===== config.mk =====
export PLATFORM = sky130hd
export DESIGN_NAME = vec_serial_subtractor
export DESIGN_NICKNAME = d
export VERILOG_FILES = /design/src/rtl/vec_unit_pkg.sv /design/src/rtl/sub_digit_slice.sv /design/src/rtl/vec_serial_subtractor.sv
export SDC_FILE = /design/constraint.sdc
export NUM_CORES = 1
export LEC_CHECK = 0
export ABC_AREA = 1
export CAP_MARGIN = 10
export CORE_MARGIN = 5
export CORE_UTILIZATION = 44
export CTS_BUF_LIST = sky130_fd_sc_hd__clkbuf_8
export DETAILED_ROUTE_END_ITERATION = 8
export PLACE_DENSITY = 0.79
export SYNTH_ARGS = -nofsm -noshare
export SYNTH_HDL_FRONTEND = slang
export SYNTH_SLANG_ARGS = --single-unit

===== constraint.sdc =====
create_clock -name clk_i -period 9.9 [get_ports clk_i]
set_clock_uncertainty 0.2 [all_clocks]
set_input_delay 1.485 -clock clk_i [delete_from_list [all_inputs] [get_ports clk_i]]
set_output_delay 1.485 -clock clk_i [all_outputs]
set_load 0.05 [all_outputs]

===== src/rtl/vec_unit_pkg.sv =====
// Shared definitions for the vector unit arithmetic blocks.
//   sub_state_e        : control states of the digit-serial subtractor
//   VEC_ELEM_W         : default element width of a vector lane
//   SUB_DIGIT_DEFAULT  : default number of bits retired per cycle by the subtractor
package vec_unit_pkg;

    typedef enum logic [1:0] {
        SUB_IDLE = 2'd0,
        SUB_BUSY = 2'd1,
        SUB_DONE = 2'd2
    } sub_state_e;

    localparam int VEC_ELEM_W        = 32;
    localparam int SUB_DIGIT_DEFAULT = 8;

endpackage : vec_unit_pkg


===== src/rtl/sub_digit_slice.sv =====
// One digit of the serial subtractor datapath: DIGIT 1-bit full-adder cells
// chained as a ripple.
//   a    : DIGIT-bit addend slice
//   b    : DIGIT-bit addend slice (already inverted subtrahend bits)
//   cin  : carry into the least significant cell
//   s    : DIGIT-bit sum slice
//   cout : carry out of the most significant cell
module sub_digit_slice #(
    parameter int DIGIT = 8
) (
    input  logic [DIGIT-1:0] a,
    input  logic [DIGIT-1:0] b,
    input  logic             cin,
    output logic [DIGIT-1:0] s,
    output logic             cout
);

    logic [DIGIT:0] c;

    assign c[0] = cin;

    for (genvar i = 0; i < DIGIT; i++) begin : g_fa
        assign s[i]   = a[i] ^ b[i] ^ c[i];
        assign c[i+1] = (a[i] & b[i]) | (a[i] & c[i]) | (b[i] & c[i]);
    end

    assign cout = c[DIGIT];

endmodule : sub_digit_slice


===== src/rtl/vec_serial_subtractor.sv =====
// Digit-serial subtractor: diff = a - b computed as a + ~b + 1, DIGIT bits per
// cycle, least significant digit first. Valid/ready handshake on both sides.
//   clk_i       : clock, all state on rising edge
//   rst_i       : synchronous reset, active-high
//   in_valid_i  : operand pair valid
//   in_ready_o  : block can accept operands (IDLE only)
//   a_i, b_i    : minuend, subtrahend (captured on accept)
//   out_valid_o : result valid (DONE)
//   out_ready_i : consumer accepts result
//   diff_o      : a - b mod 2^WIDTH
//   borrow_o    : a < b unsigned
//   ovf_o       : signed overflow
//   zero_o      : diff == 0
//
// state    | meaning
// ---------+--------------------------------------------------------------
// SUB_IDLE | waiting for operands, in_ready_o high
// SUB_BUSY | one digit per cycle, N cycles, carry rippling through carry_q
// SUB_DONE | result and flags held until the consumer takes them
module vec_serial_subtractor
    import vec_unit_pkg::*;
#(
    parameter int WIDTH = VEC_ELEM_W,
    parameter int DIGIT = SUB_DIGIT_DEFAULT
) (
    input  logic             clk_i,
    input  logic             rst_i,
    input  logic             in_valid_i,
    output logic             in_ready_o,
    input  logic [WIDTH-1:0] a_i,
    input  logic [WIDTH-1:0] b_i,
    output logic             out_valid_o,
    input  logic             out_ready_i,
    output logic [WIDTH-1:0] diff_o,
    output logic             borrow_o,
    output logic             ovf_o,
    output logic             zero_o
);

    localparam int N  = WIDTH / DIGIT;
    localparam int CW = $clog2(N + 1);
    localparam logic [CW-1:0] LAST_STEP = CW'(N - 1);

    if ((WIDTH % DIGIT) != 0) begin : g_bad_digit
        $error("vec_serial_subtractor: WIDTH must be a multiple of DIGIT");
    end

    sub_state_e state_q, state_d;

    logic [WIDTH-1:0] a_q;
    logic [WIDTH-1:0] nb_q;
    logic             b_msb_q;
    logic             carry_q;
    logic [CW-1:0]    count_q;
    logic [WIDTH-1:0] diff_q;
    logic             borrow_q;
    logic             ovf_q;
    logic             zero_q;

    logic [DIGIT-1:0] a_dig;
    logic [DIGIT-1:0] nb_dig;
    logic [DIGIT-1:0] s_dig;
    logic             c_dig;
    logic [WIDTH-1:0] diff_nxt;
    logic             last_step;

    assign a_dig     = a_q[count_q*DIGIT +: DIGIT];
    assign nb_dig    = nb_q[count_q*DIGIT +: DIGIT];
    assign last_step = (count_q == LAST_STEP);

    sub_digit_slice #(
        .DIGIT (DIGIT)
    ) u_slice (
        .a    (a_dig),
        .b    (nb_dig),
        .cin  (carry_q),
        .s    (s_dig),
        .cout (c_dig)
    );

    // Result with the current digit merged in; on the last step this is the
    // complete difference, so flags can be registered from it directly.
    always_comb begin
        diff_nxt = diff_q;
        diff_nxt[count_q*DIGIT +: DIGIT] = s_dig;
    end

    always_ff @(posedge clk_i) begin
        if (rst_i) begin
            state_q <= SUB_IDLE;
        end else begin
            state_q <= state_d;
        end
    end

    always_comb begin
        state_d = state_q;
        unique case (state_q)
            SUB_IDLE: if (in_valid_i)  state_d = SUB_BUSY;
            SUB_BUSY: if (last_step)   state_d = SUB_DONE;
            SUB_DONE: if (out_ready_i) state_d = SUB_IDLE;
            default:                   state_d = SUB_IDLE;
        endcase
    end

    always_comb begin
        in_ready_o  = (state_q == SUB_IDLE);
        out_valid_o = (state_q == SUB_DONE);
    end

    always_ff @(posedge clk_i) begin
        if (rst_i) begin
            a_q      <= '0;
            nb_q     <= '0;
            b_msb_q  <= 1'b0;
            carry_q  <= 1'b1;
            count_q  <= '0;
            diff_q   <= '0;
            borrow_q <= 1'b0;
            ovf_q    <= 1'b0;
            zero_q   <= 1'b0;
        end else begin
            unique case (state_q)
                SUB_IDLE: begin
                    if (in_valid_i) begin
                        a_q     <= a_i;
                        nb_q    <= ~b_i;
                        b_msb_q <= b_i[WIDTH-1];
                        carry_q <= 1'b1;
                        count_q <= '0;
                    end
                end
                SUB_BUSY: begin
                    diff_q  <= diff_nxt;
                    carry_q <= c_dig;
                    count_q <= count_q + CW'(1);
                    if (last_step) begin
                        // Final carry of a + ~b + 1 is the inverse of the borrow.
                        borrow_q <= ~c_dig;
                        zero_q   <= (diff_nxt == '0);
                        ovf_q    <= (a_q[WIDTH-1] != b_msb_q) &&
                                    (diff_nxt[WIDTH-1] != a_q[WIDTH-1]);
                    end
                end
                default: begin
                end
            endcase
        end
    end

    assign diff_o   = diff_q;
    assign borrow_o = borrow_q;
    assign ovf_o    = ovf_q;
    assign zero_o   = zero_q;

endmodule : vec_serial_subtractor


==> results.json, run 1 <==
{
  "status": "finished clean",
  "drt_first_iter_violations": 406,
  "drc": 0,
  "r2r-start": "count_q[1]$_SDFFE_PP0P_",
  "crit_path_end": "ovf_o$_SDFFE_PP0P_",
  "rows": 39,
  "cts_root_buf": "clkbuf_8",
  "ant_nets": 0,
  "antenna_found_initial": 0,
  "finalHoldViolations": 0,
  "yosysWarningCount": 0,
  "clk_latency_ps": 380,
  "die_y_um": 118,
  "start_util_pct": 44.8,
  "dr_total_vias": 4918,
  "cpMostUsedCell": "fa_1",
  "netlist.area_leader.share_pct": 41.5,
  "crit_type": "reg -> reg",
  "first_global_vias": 4431,
  "worstPathCellList": "inv_1 -> nor2_1 -> o21ai_0 -> a21oi_1 -> fa_1 -> fa_1 -> inv_1 -> fa_1 -> fa_1 -> fa_1 -> inv_1 -> fa_1 -> inv_1 -> fa_1 -> fa_1 -> or2_2 -> nand2_1 -> o21ai_0 -> nand2_1 -> nand2_1 -> o221ai_1 -> inv_1",
  "slew_headroom_pct": 33.7,
  "h-tree-depth": 3,
  "numCtsBuffers": 9,
  "min_period_ps": 5630,
  "finalCritPeriodShare_pct": 56.9,
  "max_stage_delay_ps": 770,
  "n_antenna_cell": 0,
  "tightest_slew_ps": 992,
  "cp.arrival_ps": 5710,
  "startpoint_type": "register",
  "clk_path_buf_depth": 2,
  "crit_start": "count_q[1]$_SDFFE_PP0P_",
  "post_drt_via_cell_ratio": 5.12,
  "yosysTopAreaCell": "dfxtp_1",
  "gp_congestion": 0.965,
  "setup_viol": 0,
  "drive_above_1_share_pct": 4.89,
  "max_freq_mhz": 178,
  "grt.overflow.total": 0,
  "ios": 105,
  "cts.hold.buffers_added": 0,
  "post_cts_resized": 0,
  "ys_seq_elements": 106,
  "vdd_drop_max_mv": 0.0982,
  "finalPower_mw": 1.07,
  "nets": 893,
  "drv_slew": 0,
  "drtPass1Iterations": 5,
  "die_x_um": 118,
  "cp_slowest_cell": "dfxtp_1",
  "setup_tns_ps": 0,
  "ys_types": 30,
  "grt_max_degree": 94,
  "seqCellArea_um2": 2120,
  "fp.dieArea_um2": 13900,
  "portBuffers": 104,
  "multi_input_area_um2": 2520,
  "maxCapViolCount": 0,
  "r2r-end": "ovf_o$_SDFFE_PP0P_",
  "crit_path_end_kind": "register",
  "layout_commonest_cell": "nor2_1",
  "post_cts_buffers": 0,
  "syn_inst": 738,
  "ys_seq_area_share_pct": 41.5,
  "wl_per_cell_um": 13.9,
  "critPathRequiredTime_ps": 9980,
  "final_cell_mix": "nor2_1 (140), nand2_1 (132), o21ai_0 (114)",
  "worstHoldPathType": "reg -> reg",
  "clock_sinks": 106,
  "syn_avg_cell_area_um2": 6.93,
  "rsz0062_at_grt": "no",
  "cts_tree": "yes",
  "synthesis.area_um2": 5110,
  "pwr_density_cell_nw_per_um2": 169,
  "reg2reg_slack_ps": 4270,
  "hpwl_um": 9670,
  "wirelength_um": 13300,
  "syn_to_final_growth_pct": 24.4,
  "synthTopCellsByArea": "dfxtp_1 (42%), o21ai_0 (11%), nor2_1 (10%)",
  "cts.clk_slew.worst_paths_ps": 110,
  "grt_use_total_pct": 18.5,
  "fillers": 1123,
  "power.leakage_nw": 2.79,
  "critPathMaxFanout": 20,
  "grt_first_pass_wirelength_um": 21800,
  "core_um2": 11400,
  "synth_nets": 818,
  "reg2regPathDepth": 22
}
sequential cells by signal, summed over array words and instances, names as in the netlist:
name	flops
b_msb_q	1
count_q	3
a_q	32
diff_o	32
nb_q	32
borrow_o	1
zero_o	1
carry_q	1
state_q	2
ovf_o	1
cell type report:
cell class                 count  area share (%)
timing repair buffer         107            16.7
multi-input combinational    514            39.6
inverter                      75            4.43
clock inverter                 7            1.10
clock buffer                   9            1.95
sequential                   106            33.4
tap                          143            2.81
per-stage QoR:
stage / util (%) / instances / hold slack [ps] / setup slack [ps] / area (um2)
global placement: 54.0 / 945 / 257 / 4510 / 6170
finish: 55.7 / 961 / 274 / 4270 / 6360
floorplan: - / 738 / 249 / 4980 / 5110
detailed placement: 54.0 / 945 / 257 / 4360 / 6170
global route: 55.7 / 961 / 290 / 3850 / 6360
CTS: 55.7 / 961 / 273 / 4320 / 6360
worst max-delay path: cells and delay by family, from the launching register on:
family	cells	cell delay (ps)
simple gates	5	730
compound gates	4	610
buf+inv	5	640
flops	1	770
fa+ha+maj	8	2570
metal layers:
metal / vias up / global-route usage (%) / routed length [um]
met4: 0 / 3.30 / 159
met3: 21 / 4.42 / 951
met5: - / 0 / 0
met1: 2199 / 25.1 / 5850
li1: 2526 / - / -
met2: 172 / 30.3 / 6360
how the worst min path moves through the flow:
stage / depth (start not counted) / end / startpoint
finish: 2 / borrow_o$_SDFFE_PP0P_ / borrow_o$_SDFFE_PP0P_
CTS: 2 / borrow_o$_SDFFE_PP0P_ / borrow_o$_SDFFE_PP0P_
global placement: 2 / borrow_o$_SDFFE_PP0P_ / borrow_o$_SDFFE_PP0P_
floorplan: 2 / a_q[13]$_SDFFE_PP0P_ / a_q[13]$_SDFFE_PP0P_
detailed placement: 2 / borrow_o$_SDFFE_PP0P_ / borrow_o$_SDFFE_PP0P_
global route: 2 / borrow_o$_SDFFE_PP0P_ / borrow_o$_SDFFE_PP0P_
power breakdown:
part	internal [mW]	switching, mW	total (mW)	leakage [nW]
clock network	0.0992	0.167	0.266	0.101
logic	0.118	0.199	0.317	1.81
registers	0.463	0.0261	0.489	0.876
synthesized netlist by cell type (all sizes together):
library cell,count
inv,74
dfxtp,106
clkbuf,36
nand3b,1
nand3,11
o221ai,1
clkinv,1
nand2,136
buf,7
o22ai,10
fa,8
o211ai,21
or2,2
nor2,146
a21oi,52
o21ai,118
nand4,4
ha,4
logic make-up (layout without fill, tap and decap cells):
| logic type | Yosys count | after routing | synth area share (%) |
|---|---|---|---|
| AO/OA/AOI/OAI | 202 | 202 | 21.3 |
| flip-flops | 106 | 106 | 41.5 |
| buffers and inverters | 118 | 198 | 9.18 |
| AND/OR/NAND/NOR | 300 | 300 | 23.9 |
| adder cells (fa/ha/maj) | 12 | 12 | 4.11 |
Power figures use the tool's default switching activity.
==> run 2: changes to the inputs <==
--- a/config.mk
+++ b/config.mk
@@ -11,7 +11,7 @@
 export CORE_UTILIZATION = 44
 export CTS_BUF_LIST = sky130_fd_sc_hd__clkbuf_8
 export DETAILED_ROUTE_END_ITERATION = 8
-export PLACE_DENSITY = 0.79
+export PLACE_DENSITY = 0.82
 export SYNTH_ARGS = -nofsm -noshare
 export SYNTH_HDL_FRONTEND = slang
 export SYNTH_SLANG_ARGS = --single-unit
==> constraint.sdc (replaced) <==
create_clock -name clk_i -period 4.6 [get_ports clk_i]
set_clock_uncertainty 0.2 [all_clocks]
set_input_delay 0.69 -clock clk_i [delete_from_list [all_inputs] [get_ports clk_i]]
set_output_delay 0.69 -clock clk_i [all_outputs]
set_load 0.05 [all_outputs]
==> run 2 against run 1 <==
The run now ends with setup timing left. Die area unchanged. Worst setup slack worse by 4300 ps. Register-to-register slack got worse by 4300 ps. Via count grew 3.4%. Power grew 120%. Critical path depth increased by 2. Utilization up 1.8 points. First-iteration DRC count rose by 8.4%. Sequential share of layout area fell by 0.95 points. Non-clock buffer count rose by 19. Critical path type unchanged.
==> results.json, run 2 (synthesized netlist as in run 1, its figures left out) <==
{
  "pre_cts_slack_ps": -127,
  "cts.hold.buffers_added": 0,
  "rows": 39,
  "cts.clk_slew.worst_paths_ps": 110,
  "setup_tns_ps": -52.5,
  "die_y_um": 118,
  "nets": 912,
  "finalCritPeriodShare_pct": 101,
  "h-tree-depth": 3,
  "grt.overflow.total": 0,
  "die_x_um": 118,
  "tightest_slew_ps": 1030,
  "fin_cells": 980,
  "numCtsBuffers": 9,
  "reg2reg_slack_ps": -50,
  "pwr_density_cell_nw_per_um2": 356,
  "n_antenna_cell": 0,
  "hold_slack_ps": 285,
  "cts_tree": "yes",
  "hpwl_um": 10200,
  "finalHoldViolations": 0,
  "fillers": 1097,
  "cts_root_buf": "clkbuf_8",
  "post_dp_cell_area_um2": 6290,
  "finalPower_mw": 2.34,
  "gp_congestion": 0.930,
  "setup_ws_ps": -52.5,
  "drtPass1Iterations": 5,
  "grt_first_pass_wirelength_um": 22000,
  "maxCapViolCount": 0,
  "startpoint_type": "register",
  "drive_above_1_share_pct": 9.32,
  "drt_first_iter_violations": 440,
  "wirelength_um": 13700,
  "grt_max_degree": 79,
  "portBuffers": 104,
  "layout_commonest_cell": "nor2_1",
  "post_drt_via_cell_ratio": 5.19,
  "start_util_pct": 44.8,
  "wl_per_cell_um": 14.0,
  "fp.dieArea_um2": 13900,
  "grt_use_total_pct": 18.9,
  "core_um2": 11400,
  "worstHoldPathType": "reg -> reg",
  "status": "finished, violations left",
  "antenna_found_initial": 0,
  "clk_path_buf_depth": 2,
  "drc": 0,
  "critPathMaxFanout": 8,
  "dr_total_vias": 5083,
  "clk_latency_ps": 380,
  "ios": 105,
  "min_period_ps": 4650,
  "fin_area_um2": 6570,
  "final_util_pct": 57.5,
  "setup_viol": 1,
  "power.leakage_nw": 2.88,
  "violations": "setup timing",
  "final_cell_mix": "nor2_1 (137), nand2_1 (130), o21ai_0 (107)",
  "max_freq_mhz": 215,
  "drv_slew": 0,
  "vdd_drop_max_mv": 0.196,
  "ant_nets": 0,
  "crit_path_end_kind": "register",
  "crit_type": "reg -> reg",
  "syn_to_final_growth_pct": 28.5,
  "dpl.cell_count": 959,
  "clock_sinks": 106,
  "critPathRequiredTime_ps": 4710,
  "cp.arrival_ps": 4770,
  "rsz0062_at_grt": "yes",
  "slew_headroom_pct": 31.4,
  "first_global_vias": 4779
}
-- run 2: cell types whose count changed in the layout (fill, tap and decap cells not counted), sizes merged --
cell / delta
buf: +19
-- run 2: layer usage --
| metal | GRT usage [%] | part of all wire [%] | wire length [um] | up-vias |
|---|---|---|---|---|
| met2 | 32.3 | 48 | 6580 | 172 |
| met5 | 0 | 0 | 0 | - |
| met1 | 23.9 | 44 | 6060 | 2316 |
| met3 | 3.94 | 5.5 | 754 | 32 |
| met4 | 5.88 | 2.2 | 308 | 0 |
| li1 | - | - | - | 2563 |
-- run 2: final cells by class --
| class | instances | area [um2] | share of cell area [%] |
|---|---|---|---|
| Sequential cell | 106 | 2130 | 32.4 |
| Timing Repair Buffer | 126 | 1220 | 18.6 |
| Multi-Input combinational cell | 514 | 2560 | 39.0 |
| Tap cell | 143 | 179 | 2.72 |
| Clock buffer | 9 | 124 | 1.89 |
| Inverter | 75 | 284 | 4.32 |
| Clock inverter | 7 | 63.8 | 0.971 |
-- run 2: path summary, 6_finish.rpt --
check | endpoint | cells after the start | start
max | zero_o$_SDFFE_PP0P_ | 24 | count_q[0]$_SDFFE_PP0P_
min | borrow_o$_SDFFE_PP0P_ | 2 | borrow_o$_SDFFE_PP0P_
max reg2reg | zero_o$_SDFFE_PP0P_ | 24 | count_q[0]$_SDFFE_PP0P_
min reg2reg | borrow_o$_SDFFE_PP0P_ | 2 | borrow_o$_SDFFE_PP0P_
-- run 2: what timing repair did --
item | 4_1_cts | 5_1_grt
setup endpoints to repair | 2 | 4
resized for setup | 6 | 22
buffers inserted | 0 | 5
pin swaps | 5 | 8
-- run 2: power breakdown --
part	internal [mW]	total (mW)	switching [mW]
clock	0.208	0.553	0.345
combinational	0.288	0.729	0.441
sequential	0.996	1.05	0.0578
-- run 2: critical path, stage by stage, from the launching register on --
cell and delay [ps]:
dfxtp_4 440, nor2_1 60, nor2_1 110, o21ai_1 100, a21oi_2 170, fa_2 230, fa_2 200, inv_2 40
fa_2 340, fa_2 360, fa_2 340, inv_2 60, fa_2 180, inv_2 40, fa_2 340, fa_1 540
or2_4 150, nand2_2 50, o21ai_2 70, nand2_1 60, nor2_1 110, nand2_1 60, nor2_1 120, nand3_1 110
a21oi_2 110
